`src/rtl/cci_mpf_shim_req_throttle.sv`:
```
// Request throttle between the AFU-side request buffer and the FIU.
// Dequeues buffered read/write heads when the FIU has room, the channel
// has outstanding-request credit and no drain is requested, then forwards
// each accepted request through one register stage. Completions return
// credits; a completion with no outstanding request raises a sticky error.
module cci_mpf_shim_req_throttle #(
  parameter int C0_HDR_BITS = 74,
  parameter int C1_REQ_BITS = 592,
  parameter int MAX_READS   = 128,
  parameter int MAX_WRITES  = 128,
  localparam int RD_W = $clog2(MAX_READS + 1),
  localparam int WR_W = $clog2(MAX_WRITES + 1)
) (
  input  logic                   clk,
  input  logic                   reset_n,
  input  logic                   buf_c0_valid,
  input  logic [C0_HDR_BITS-1:0] buf_c0_hdr,
  output logic                   deq_c0,
  input  logic                   buf_c1_valid,
  input  logic [C1_REQ_BITS-1:0] buf_c1_req,
  output logic                   deq_c1,
  input  logic                   fiu_c0_alm_full,
  input  logic                   fiu_c1_alm_full,
  output logic                   fiu_c0_valid,
  output logic [C0_HDR_BITS-1:0] fiu_c0_hdr,
  output logic                   fiu_c1_valid,
  output logic [C1_REQ_BITS-1:0] fiu_c1_req,
  input  logic                   rsp_c0_read,
  input  logic                   rsp_c1_write,
  input  logic                   drain,
  output logic [RD_W-1:0]        rd_outstanding,
  output logic [WR_W-1:0]        wr_outstanding,
  output logic                   idle,
  output logic                   credit_err
);

  localparam logic [RD_W-1:0] RD_MAX = RD_W'(MAX_READS);
  localparam logic [WR_W-1:0] WR_MAX = WR_W'(MAX_WRITES);

  logic [RD_W-1:0] rd_cnt, rd_cnt_next;
  logic [WR_W-1:0] wr_cnt, wr_cnt_next;
  logic            rd_underflow, wr_underflow;

  // Issue decision: each channel independent, limit checked on the
  // registered count so a same-cycle response frees credit only next cycle.
  always_comb begin
    deq_c0 = reset_n & buf_c0_valid & ~fiu_c0_alm_full & ~drain & (rd_cnt < RD_MAX);
    deq_c1 = reset_n & buf_c1_valid & ~fiu_c1_alm_full & ~drain & (wr_cnt < WR_MAX);
  end

  // Credit counter next-state; a response against an empty counter holds
  // the count at zero and flags an underflow instead of wrapping.
  always_comb begin
    // NOTE: every output of this block gets a default first, so no path
    // leaves one unassigned and no latch is inferred.
    rd_cnt_next  = rd_cnt;
    rd_underflow = 1'b0;
    if (deq_c0 && !rsp_c0_read) begin
      rd_cnt_next = rd_cnt + RD_W'(1);
    end else if (!deq_c0 && rsp_c0_read) begin
      if (rd_cnt == '0) rd_underflow = 1'b1;
      else              rd_cnt_next  = rd_cnt - RD_W'(1);
    end

    wr_cnt_next  = wr_cnt;
    wr_underflow = 1'b0;
    if (deq_c1 && !rsp_c1_write) begin
      wr_cnt_next = wr_cnt + WR_W'(1);
    end else if (!deq_c1 && rsp_c1_write) begin
      if (wr_cnt == '0) wr_underflow = 1'b1;
      else              wr_cnt_next  = wr_cnt - WR_W'(1);
    end
  end

  // State register: forwarding stage, credit counters and sticky error.
  always_ff @(posedge clk) begin
    // NOTE: sequential state uses non-blocking assignments so every
    // register samples pre-edge values regardless of statement order.
    if (!reset_n) begin
      // NOTE: the payload registers are cleared too, so the outputs read
      // as zero after reset rather than holding stale request contents.
      fiu_c0_valid <= 1'b0;
      fiu_c0_hdr   <= '0;
      fiu_c1_valid <= 1'b0;
      fiu_c1_req   <= '0;
      rd_cnt       <= '0;
      wr_cnt       <= '0;
      credit_err   <= 1'b0;
    end else begin
      fiu_c0_valid <= deq_c0;
      fiu_c1_valid <= deq_c1;
      if (deq_c0) fiu_c0_hdr <= buf_c0_hdr;
      if (deq_c1) fiu_c1_req <= buf_c1_req;
      rd_cnt       <= rd_cnt_next;
      wr_cnt       <= wr_cnt_next;
      credit_err   <= credit_err | rd_underflow | wr_underflow;
    end
  end

  // Status outputs derived from registered state only.
  always_comb begin
    rd_outstanding = rd_cnt;
    wr_outstanding = wr_cnt;
    idle = (rd_cnt == '0) & (wr_cnt == '0) & ~fiu_c0_valid & ~fiu_c1_valid;
  end

endmodule

```
`config.mk`:
```
export PLATFORM = sky130hd
export DESIGN_NAME = cci_mpf_shim_req_throttle
export DESIGN_NICKNAME = d
export VERILOG_FILES = /design/src/rtl/cci_mpf_shim_req_throttle.sv
export SDC_FILE = /design/constraint.sdc
export NUM_CORES = 1
export LEC_CHECK = 0
export BUFFER_PORTS_ARGS = -buffer_cell sky130_fd_sc_hd__buf_2
export CAP_MARGIN = 20
export CORE_AREA = 2 2 524 526
export CTS_BUF_LIST = sky130_fd_sc_hd__clkbuf_8
export DETAILED_ROUTE_END_ITERATION = 7
export DIE_AREA = 0 0 526 528
export PLACE_DENSITY_LB_ADDON = 0.15
export SETUP_SLACK_MARGIN = 0.05
export SLEW_MARGIN = 20
export SYNTH_ARGS = -nofsm -noshare
export SYNTH_HDL_FRONTEND = slang
export SYNTH_SLANG_ARGS = --single-unit
```
`constraint.sdc`:
```
create_clock -name clk -period 5.13 [get_ports clk]
set_clock_uncertainty 0.1 [all_clocks]
set_input_delay 0.513 -clock clk [delete_from_list [all_inputs] [get_ports clk]]
set_output_delay 0.513 -clock clk [all_outputs]
set_load 0.05 [all_outputs]
```
==> results by group, run 1 <==
CTS
  • Clock slew at reported path FFs: 60 ps
  • CTS tree: built
  • Setup Fix Bufs, Post-CTS: 0
  • Clock tree buffer depth: 4
  • Cts bufs inserted: around 160
  • Cts hold-fix bufs: 691
  • # resized after CTS: 0
  • Latest clock arrival within the worst-skew pair: 900 ps
  • Clock Sink Count: between 600 and 700
  • Root Driver: clkbuf_8
  • H-tree Lvls: 4

Logic synthesis
  • Synth top area share: about 56%
  • Sequential-to-total area share from yosys stat: 56.3%
  • Async S/R FF share, synth: 0%
  • Mapped Nets: ~3700
  • Cell with the most instances after synthesis: nand2_1
  • Mapped Cells: between 3000 and 4000
  • Synth area leader: dfxtp_1
  • Yosys warns: 0
  • Cell variety after synth: 43
  • Synth top cells by count: nand2_1 (1354), dfxtp_1 (685), nand3_1 (595)
  • Top post-synthesis cells by area: dfxtp_1 (56%), nand2_1 (21%), nand3_1 (12%)
  • Mapped Avg Cell Area: about 8.0 sq um
  • Top FF cell, synth: dfxtp_1
  • Post-synth EDFFs: 0
  • Synth Register Bits: between 600 and 700
  • Syn Std Cell Area: 24300 sq um

STA
  • Worst Hold Slack: between 150 and 200 ps
  • Setup TNS: 0 ps
  • Final setup viols: 0
  • Final hold vios: 0
  • Worst-Margin Slew: between 1000 and 1500 ps
  • Peak Freq: between 0.2 and 0.3 GHz
  • Minimum clock period: roughly 3600 ps
  • Relative slew slack: roughly a quarter
  • Fin crit share: between 60% and 70%
  • RSZ-0062 raised after global routing: false
  • Slew Viols, Final: 0

Worst setup path
  • CP required: 4520 ps
  • Startpoint Class: flop
  • Crit path kind: reg -> out
  • Worst setup EP type: output port
  • CP arrival: 2970 ps
  • Critical path cell sequence: nor4_1, nand2_1, nor4_1, buf_2
  • Critical path fanouts, max: 5
  • Max incr delay on CP: ~670 ps
  • Critical path's slowest cell: nor4_1
  • CP most frequent cell: nor4_1

Route
  • DR WL/cell: approximately 22 microns
  • DR pass1 iterations: 7
  • Via density: roughly 3.3
  • Starting DRT DRC Count: ~1600
  • Antenna-violating nets left: 0
  • Final WL: 195000 microns
  • Residual DRC count: 0
  • Vias: 29300

Layout
  • Reg area: 13700 sq um
  • # fillers: 31300
  • Fin nets: between 5000 and 6000
  • Final Cell Area: around 45000 sq um
  • Layout cells sized above 1: between 30 and 40%
  • Post-layout util: 16.5%
  • Layout area overhead: 84.3%
  • Finished Layout Cells: 8778
  • Multi-input gate area: roughly 9500 sq um

Run
  • Max cap viols: 0

Min path
  • Min-Delay Path Class: in -> reg

Place
  • Placed Area: about 35000 sq um
  • Gpl congestion: roughly 0.86
  • Port buffer count: roughly 1400
  • HPWL after DPL: around 150000 microns
  • DP Cell Count: just under 8000

Power and ir drop
  • Pint: 10.3 mW
  • Leakage Power: about 22 nW
  • NetSw: 5.79 mW
  • Peak supply drop: 0.163 mV
  • PwrDens: around 360 nW/um^2
  • Sequential share of power: a little under two fifths
  • Comb power frac: around a quarter
  • Clock share of power: between 30% and 40%
  • Sw Share: roughly 36%

Global routing
  • Antenna violations before repair: 52
  • Gr ovfl total: 0
  • GRT Resource Usage Total: roughly 13%
  • First-pass GRT wire length: between 200000 and 300000 microns
  • Largest net degree at the start of global routing: between 150 and 200
  • Vias in the first global route: approximately 30000

Die
  • Die footprint: about 280000 sq um
  • Starting Density: under 10%
  • Die height: approximately 530 microns
  • I/O pin cnt: between 1000 and 1500
  • Horiz. Die Dim: roughly 530 microns
  • Core Footprint: between 200000 and 300000 sq um
  • # rows: approximately 190

Status
  • Status: completed
## path summary, 6_finish.rpt
path                           from               to  slack (ps)  cells past startpoint
hold reg to reg      fiu_c0_hdr[28]   fiu_c0_hdr[28]         350                      2
setup reg to reg  wr_outstanding[7]  fiu_c1_req[193]        1610                      8
hold / removal              reset_n  fiu_c1_req[307]         160                      4
setup / recovery  rd_outstanding[7]             idle        1550                      4
## metal layers
layer  routed length, microns  up-vias  track usage (%)
met3                    26100      276             7.81
met4                     5550       20             3.94
met2                    80000     1304             19.7
met1                    82700    13800             16.4
met5                      129        -                0
li1                         -    13900                -
## area by class of cell
class                           count  share of cell area, %
Inverter                            8                  0.126
Tap cell                         3589                   10.0
Multi-Input combinational cell   2124                   21.1
Sequential cell                   685                   30.6
Timing Repair Buffer             2080                   31.3
Clock buffer                      190                   5.83
Antenna cell                       24                  0.134
Clock inverter                     78                  0.940
## state kept, by name, summed over array words and instances (netlist names)
signal,flops
fiu_c0_valid,1
fiu_c1_req,592
fiu_c0_hdr,74
credit_err,1
rd_outstanding,8
wr_outstanding,8
fiu_c1_valid,1
## placed cells by master (no fill, tap or decap), drive strengths merged, types with 9 or more instances in the layout
cell | synthesis | layout
a21boi | 80 | 80
buf | 152 | 1389
clkbuf | 74 | 190
clkinv | 0 | 9
dfxtp | 685 | 685
diode | 0 | 24
dlygate4sd3 | 0 | 691
ha | 16 | 16
inv | 8 | 73
nand2 | 1354 | 1354
nand3 | 596 | 596
## metrics by stage
step           worst slack [ps]  power, mW
6_report                   1550       16.1
5_1_grt                    1310       16.9
4_1_cts                    1380       16.5
3_5_place_dp               1350       9.33
3_3_place_gp               1210       9.37
2_1_floorplan              1880       8.01
## cells by family (layout without fill, tap and decap cells)
kind of cell / Yosys count / in the layout / synth area share, %
compound gates: 122 / 122 / 3.72
xor+xnor: 6 / 6 / 0.216
fa+ha+maj: 18 / 18 / 0.987
buf+inv: 234 / 2356 / 4.83
flops: 685 / 685 / 56.3
mux: 3 / 3 / 0.123
other cells: 0 / 24 / 0
simple gates: 1975 / 1975 / 33.8
## power groups by stage
stage	Sequential, mW	Combinational, mW	Clock, mW
6_report	5.90	3.77	6.39
3_5_place_dp	6.01	3.32	0
2_1_floorplan	7.02	0.994	0
4_1_cts	5.90	3.82	6.77
3_3_place_gp	6.00	3.37	0
5_1_grt	5.94	4.03	6.97
## worst max-delay path: cells and delay by family, from the launching register on
kind                   cells  cell delay [ps]
buffers and inverters      1              370
flip-flops                 1              410
AND/OR/NAND/NOR            3             1310
Note: power is estimated with default switching activity, not from simulation.
==> run 2, diff against run 1 <==
- clock period: 5.13 -> 3.4 ns (I/O delays scaled with it)
==> results by group, run 2 (synthesis results as in run 1) <==
Worst setup path
  • Top delay family on crit path: simple AND/OR/NAND/NOR gates
  • Worst Setup SP: wr_outstanding[7]
  • Critical path fanouts, max: 189
  • CP most frequent cell: nand2_1
  • Worst setup EP type: flop
  • Critical path cell sequence: nor2_1, nand3_4, clkinv_16, buf_12, nand2_1, nand2_1, dlygate4sd3_1
  • Worst R2R Start: wr_outstanding[7]
  • Startpoint Class: flop
  • CP arrival: approximately 4000 ps
  • Critical path's slowest cell: dlygate4sd3_1
  • CP required: around 4200 ps
  • Crit path kind: reg -> reg
  • CP bufs+invs: 3
  • Max incr delay on CP: about 550 ps

CTS
  • H-tree Lvls: 4
  • Clock Sink Count: just under 700
  • Cts bufs inserted: approximately 160
  • Setup Fix Bufs, Post-CTS: 0
  • CTS tree: built
  • Clock tree buffer depth: 4
  • Latest clock arrival within the worst-skew pair: approximately 880 ps
  • Clock slew at reported path FFs: roughly 60 ps
  • Root Driver: clkbuf_8

STA
  • Final setup viols: 0
  • RSZ-0062 raised after global routing: false
  • PnR worst setup slack: 181 ps
  • Worst-Margin Slew: ~1600 ps
  • Final hold vios: 0
  • Fin crit share: 94.7%
  • Worst Hold Slack: between 100 and 150 ps
  • Setup TNS: 0 ps
  • Peak Freq: 0.311 GHz
  • Relative slew slack: -6.05%
  • Minimum clock period: 3220 ps
  • Slew Viols, Final: 73

Power and ir drop
  • Comb power frac: between 20% and 30%
  • NetSw: between 8 and 9 mW
  • Sw Share: around 36%
  • PwrDens: about 500 nW/um^2
  • Tot Pwr: approximately 25 mW
  • Sequential share of power: between 30% and 40%
  • Pint: roughly 16 mW
  • Leakage Power: around 24 nW
  • Peak supply drop: 0.219 mV
  • Clock share of power: between 30% and 40%

Status
  • Status: complete, but fails checks
  • Failing checks: max-slew violations

Global routing
  • Gr ovfl total: 0
  • Largest net degree at the start of global routing: 148
  • GRT Resource Usage Total: a little over an eighth
  • Antenna violations before repair: 58
  • First-pass GRT wire length: approximately 270000 microns
  • Vias in the first global route: about 32000

Layout
  • Layout cells sized above 1: between 20% and 30%
  • Most common cell after layout, fill and taps aside: buf_2
  • Max reg flops: around 590
  • Layout area overhead: 103%
  • Largest reg by FF count: fiu_c1_req
  • Largest registers: fiu_c1_req (592), fiu_c0_hdr (74)
  • # fillers: between 30000 and 40000
  • Fin nets: approximately 6200
  • Commonest non-fill, non-tap cells in the layout: buf_2 (1361), nand2_1 (1354), dlygate4sd3_1 (1118)

Place
  • Gpl congestion: approximately 0.86
  • HPWL after DPL: 157000 microns
  • Place WS: around 290 ps
  • Port buffer count: approximately 1400

Min path
  • Hold Path Origin: buf_c1_req[332]
  • Min-Delay Path Class: in -> reg

Die
  • # rows: between 150 and 200
  • Die height: ~530 microns
  • Starting Density: 8.94%
  • Horiz. Die Dim: ~530 microns
  • Die footprint: 278000 sq um
  • I/O pin cnt: between 1000 and 1500
  • Core Footprint: around 270000 sq um

Route
  • Final WL: 198000 microns
  • Max Used Layer: met5
  • Met2 routed WL: ~82000 microns
  • DR pass1 iterations: 5
  • Metal3 WL: 26100 microns
  • Via density: about 3.4
  • Starting DRT DRC Count: 1424
  • Antenna-violating nets left: 0
  • Vias: roughly 31000
  • Residual DRC count: 0
  • DR WL/cell: 21.5 microns
  • M1 wire length: 84000 microns

Run
  • Max cap viols: 0
## run 2: power by group through the flow
stage                     Clock, mW  Sequential (mW)  Combinational, mW
final                          9.78             8.91               6.14
after global routing           10.6             8.97               6.58
after CTS                      10.3             8.91               6.22
after detailed placement          0             9.07               5.09
after global placement            0             9.07               5.12
after floorplan                   0             10.6               1.50
## run 2: worst reg2reg max path, cell delays in order, from the launching register on
cell           delay, ps
dfxtp_1              340
nor2_1               380
nand3_4              220
clkinv_16            140
buf_12               340
nand2_1             1020
nand2_1              130
dlygate4sd3_1        550
## run 2: worst paths after layout
path	to	slack (ps)	cells past startpoint
setup / recovery	fiu_c1_req[464]	180	7
hold / removal	fiu_c1_req[332]	120	4
setup reg to reg	fiu_c1_req[464]	180	7
hold reg to reg	fiu_c0_hdr[43]	350	2
## run 2: cell type report
cell class                      instances  area [sq um]  share of cell area [%]
Clock inverter                         79           460                   0.933
Timing Repair Buffer                 2523         18500                    37.4
Sequential cell                       685         13700                    27.8
Multi-Input combinational cell       2124          9490                    19.2
Antenna cell                           28          70.1                   0.142
Tap cell                             3589          4490                    9.10
Clock buffer                          189          2600                    5.27
Inverter                                8          56.3                   0.114
## run 2: metrics by stage
stage	area [sq um]	cells	utilization, %
3_3_place_gp	35000	7812	12.9
4_1_cts	49300	9198	18.1
5_1_grt	49300	9215	18.1
2_1_floorplan	24300	3043	-
6_report	49400	9225	18.1
3_5_place_dp	35000	7812	12.9
## run 2: layer usage
layer	GRT usage (%)	vias up
met5	0	-
met4	4.10	30
met1	16.6	14600
met3	7.96	281
met2	20.2	1284
li1	-	14800
## run 2: what timing repair did
item / in CTS / in global routing
endpoints found under the setup margin: 2 / 5
hold buffers: 1118 / 0
gates resized for setup: 5 / 2
endpoints found under the hold margin: 674 / 0
==> run 3, diff against run 2 <==
- PLACE_DENSITY_LB_ADDON: 0.15 -> default
==> results by group, run 3 (synthesis results as in run 1) <==
Status
  • Status: completed

Layout
  • Finished Layout Cells: approximately 9200
  • Final Cell Area: between 40000 and 50000 sq um
  • Layout area overhead: 101%
  • Largest reg by FF count: fiu_c1_req
  • Max reg flops: approximately 600
  • Layout cells sized above 1: between 20% and 30%
  • Commonest non-fill, non-tap cells in the layout: buf_2 (1360), nand2_1 (1354), dlygate4sd3_1 (1052)
  • Post-layout util: ~18%
  • Most common cell after layout, fill and taps aside: buf_2
  • # fillers: 30800
  • Largest registers: fiu_c1_req (592), fiu_c0_hdr (74)
  • Fin nets: between 6000 and 7000

STA
  • RSZ-0062 raised after global routing: false
  • PnR worst setup slack: between 200 and 250 ps
  • Worst Hold Slack: between 100 and 150 ps
  • Relative slew slack: approximately a tenth
  • Peak Freq: 0.315 GHz
  • Slew Viols, Final: 0
  • Minimum clock period: between 3000 and 4000 ps
  • Worst-Margin Slew: 1360 ps
  • Final hold vios: 0
  • Setup TNS: 0 ps
  • Fin crit share: 93.4%
  • Final setup viols: 0

Place
  • DP Cell Count: slightly below 8000
  • Placed Area: roughly 35000 sq um
  • Port buffer count: 1362
  • HPWL after DPL: ~210000 microns
  • Place WS: 250 ps
  • Gpl congestion: around 0.91

Die
  • # rows: ~190
  • Core Footprint: approximately 270000 sq um
  • Horiz. Die Dim: 526 microns
  • Starting Density: under 10%
  • Die height: 528 microns
  • I/O pin cnt: 1363
  • Die footprint: between 200000 and 300000 sq um

Worst setup path
  • Crit path kind: reg -> out
  • CP arrival: about 2700 ps
  • CP required: a little under 3000 ps
  • Worst setup EP type: output port
  • Critical path fanouts, max: 4
  • Startpoint Class: flop

CTS
  • Root Driver: clkbuf_8
  • CTS tree: built
  • Clock slew at reported path FFs: roughly 60 ps
  • Clock Sink Count: about 690
  • Clock tree buffer depth: 4
  • H-tree Lvls: 4
  • Latest clock arrival within the worst-skew pair: 940 ps
  • Cts bufs inserted: between 150 and 200
  • Setup Fix Bufs, Post-CTS: 0

Power and ir drop
  • Tot Pwr: between 20 and 30 mW
  • Leakage Power: approximately 24 nW
  • Peak supply drop: between 0.4 and 0.5 mV
  • Clock share of power: between 30% and 40%
  • PwrDens: 518 nW/um^2
  • Pint: ~16 mW
  • Comb power frac: 25.3%
  • Sw Share: 36.1%
  • NetSw: between 9 and 10 mW
  • Sequential share of power: a little over a third

Route
  • Via density: roughly 3.4
  • Vias: roughly 32000
  • Antenna-violating nets left: 0
  • Final WL: 259000 microns
  • DR pass1 iterations: 5
  • Residual DRC count: 0
  • Starting DRT DRC Count: roughly 1900
  • DR WL/cell: 28.0 microns

Run
  • Max cap viols: 0

Global routing
  • Gr ovfl total: 0
  • GRT Resource Usage Total: around 18%
  • Vias in the first global route: approximately 32000
  • Antenna violations before repair: between 150 and 200
  • First-pass GRT wire length: roughly 320000 microns
  • Largest net degree at the start of global routing: between 150 and 200

Min path
  • Min-Delay Path Class: in -> reg
-- run 3: changes by cell type in the layout (fill, tap and decap cells not counted), moves of 4 or more --
cell	delta
buf_4	-12
clkbuf_8	-6
diode_2	+86
inv_1	-14
dlygate4sd3_1	-66
clkinvlp_4	+4
bufinv_16	+6
-- run 3: path summary, 6_finish.rpt --
kind	endpoint	start	slack [ps]	cells past startpoint
min	fiu_c1_req[40]	buf_c1_req[40]	120	4
max	idle	rd_outstanding[7]	220	5
max reg2reg	fiu_c1_req[337]	wr_outstanding[7]	310	8
min reg2reg	fiu_c0_hdr[39]	fiu_c0_hdr[39]	350	2
-- run 3: critical path, stage by stage (launching register included) --
cell     delay [ps]
dfxtp_1         320
buf_4           160
nor4_1          500
nand2_1         260
nor4_1          240
buf_2           320
-- run 3: routing by layer --
layer | part of all wire [%] | track usage [%]
met1 | 35 | 18.0
met2 | 38 | 24.4
met3 | 22 | 18.1
met4 | 4.0 | 6.77
met5 | 0.20 | 0
-- run 3: cell type report --
| type | count | area, sq um | area share [%] |
|---|---|---|---|
| repair buffers | 2443 | 17700 | 36.2 |
| multi-input cells | 2124 | 9480 | 19.4 |
| diodes | 114 | 285 | 0.583 |
| flip-flops and latches | 685 | 13700 | 28.0 |
| inverters | 8 | 56.3 | 0.115 |
| clock buffers | 183 | 2520 | 5.15 |
| well taps | 3589 | 4490 | 9.18 |
| clock inverters | 79 | 652 | 1.33 |
-- run 3: power by group through the flow --
stage / logic [mW] / clock network, mW / registers [mW]
5_1_grt: 6.80 / 10.8 / 8.89
4_1_cts: 6.40 / 10.5 / 8.83
2_1_floorplan: 1.50 / 0 / 10.6
3_5_place_dp: 5.23 / 0 / 8.99
6_report: 6.40 / 10.1 / 8.86
3_3_place_gp: 5.22 / 0 / 8.98
-- run 3: repair_timing --
item,in CTS,in global routing
cloned,0,0
hold buffers,1052,0
setup endpoints to repair,1,1
resized for setup,0,1
pin swaps,0,0
endpoints found under the hold margin,680,0
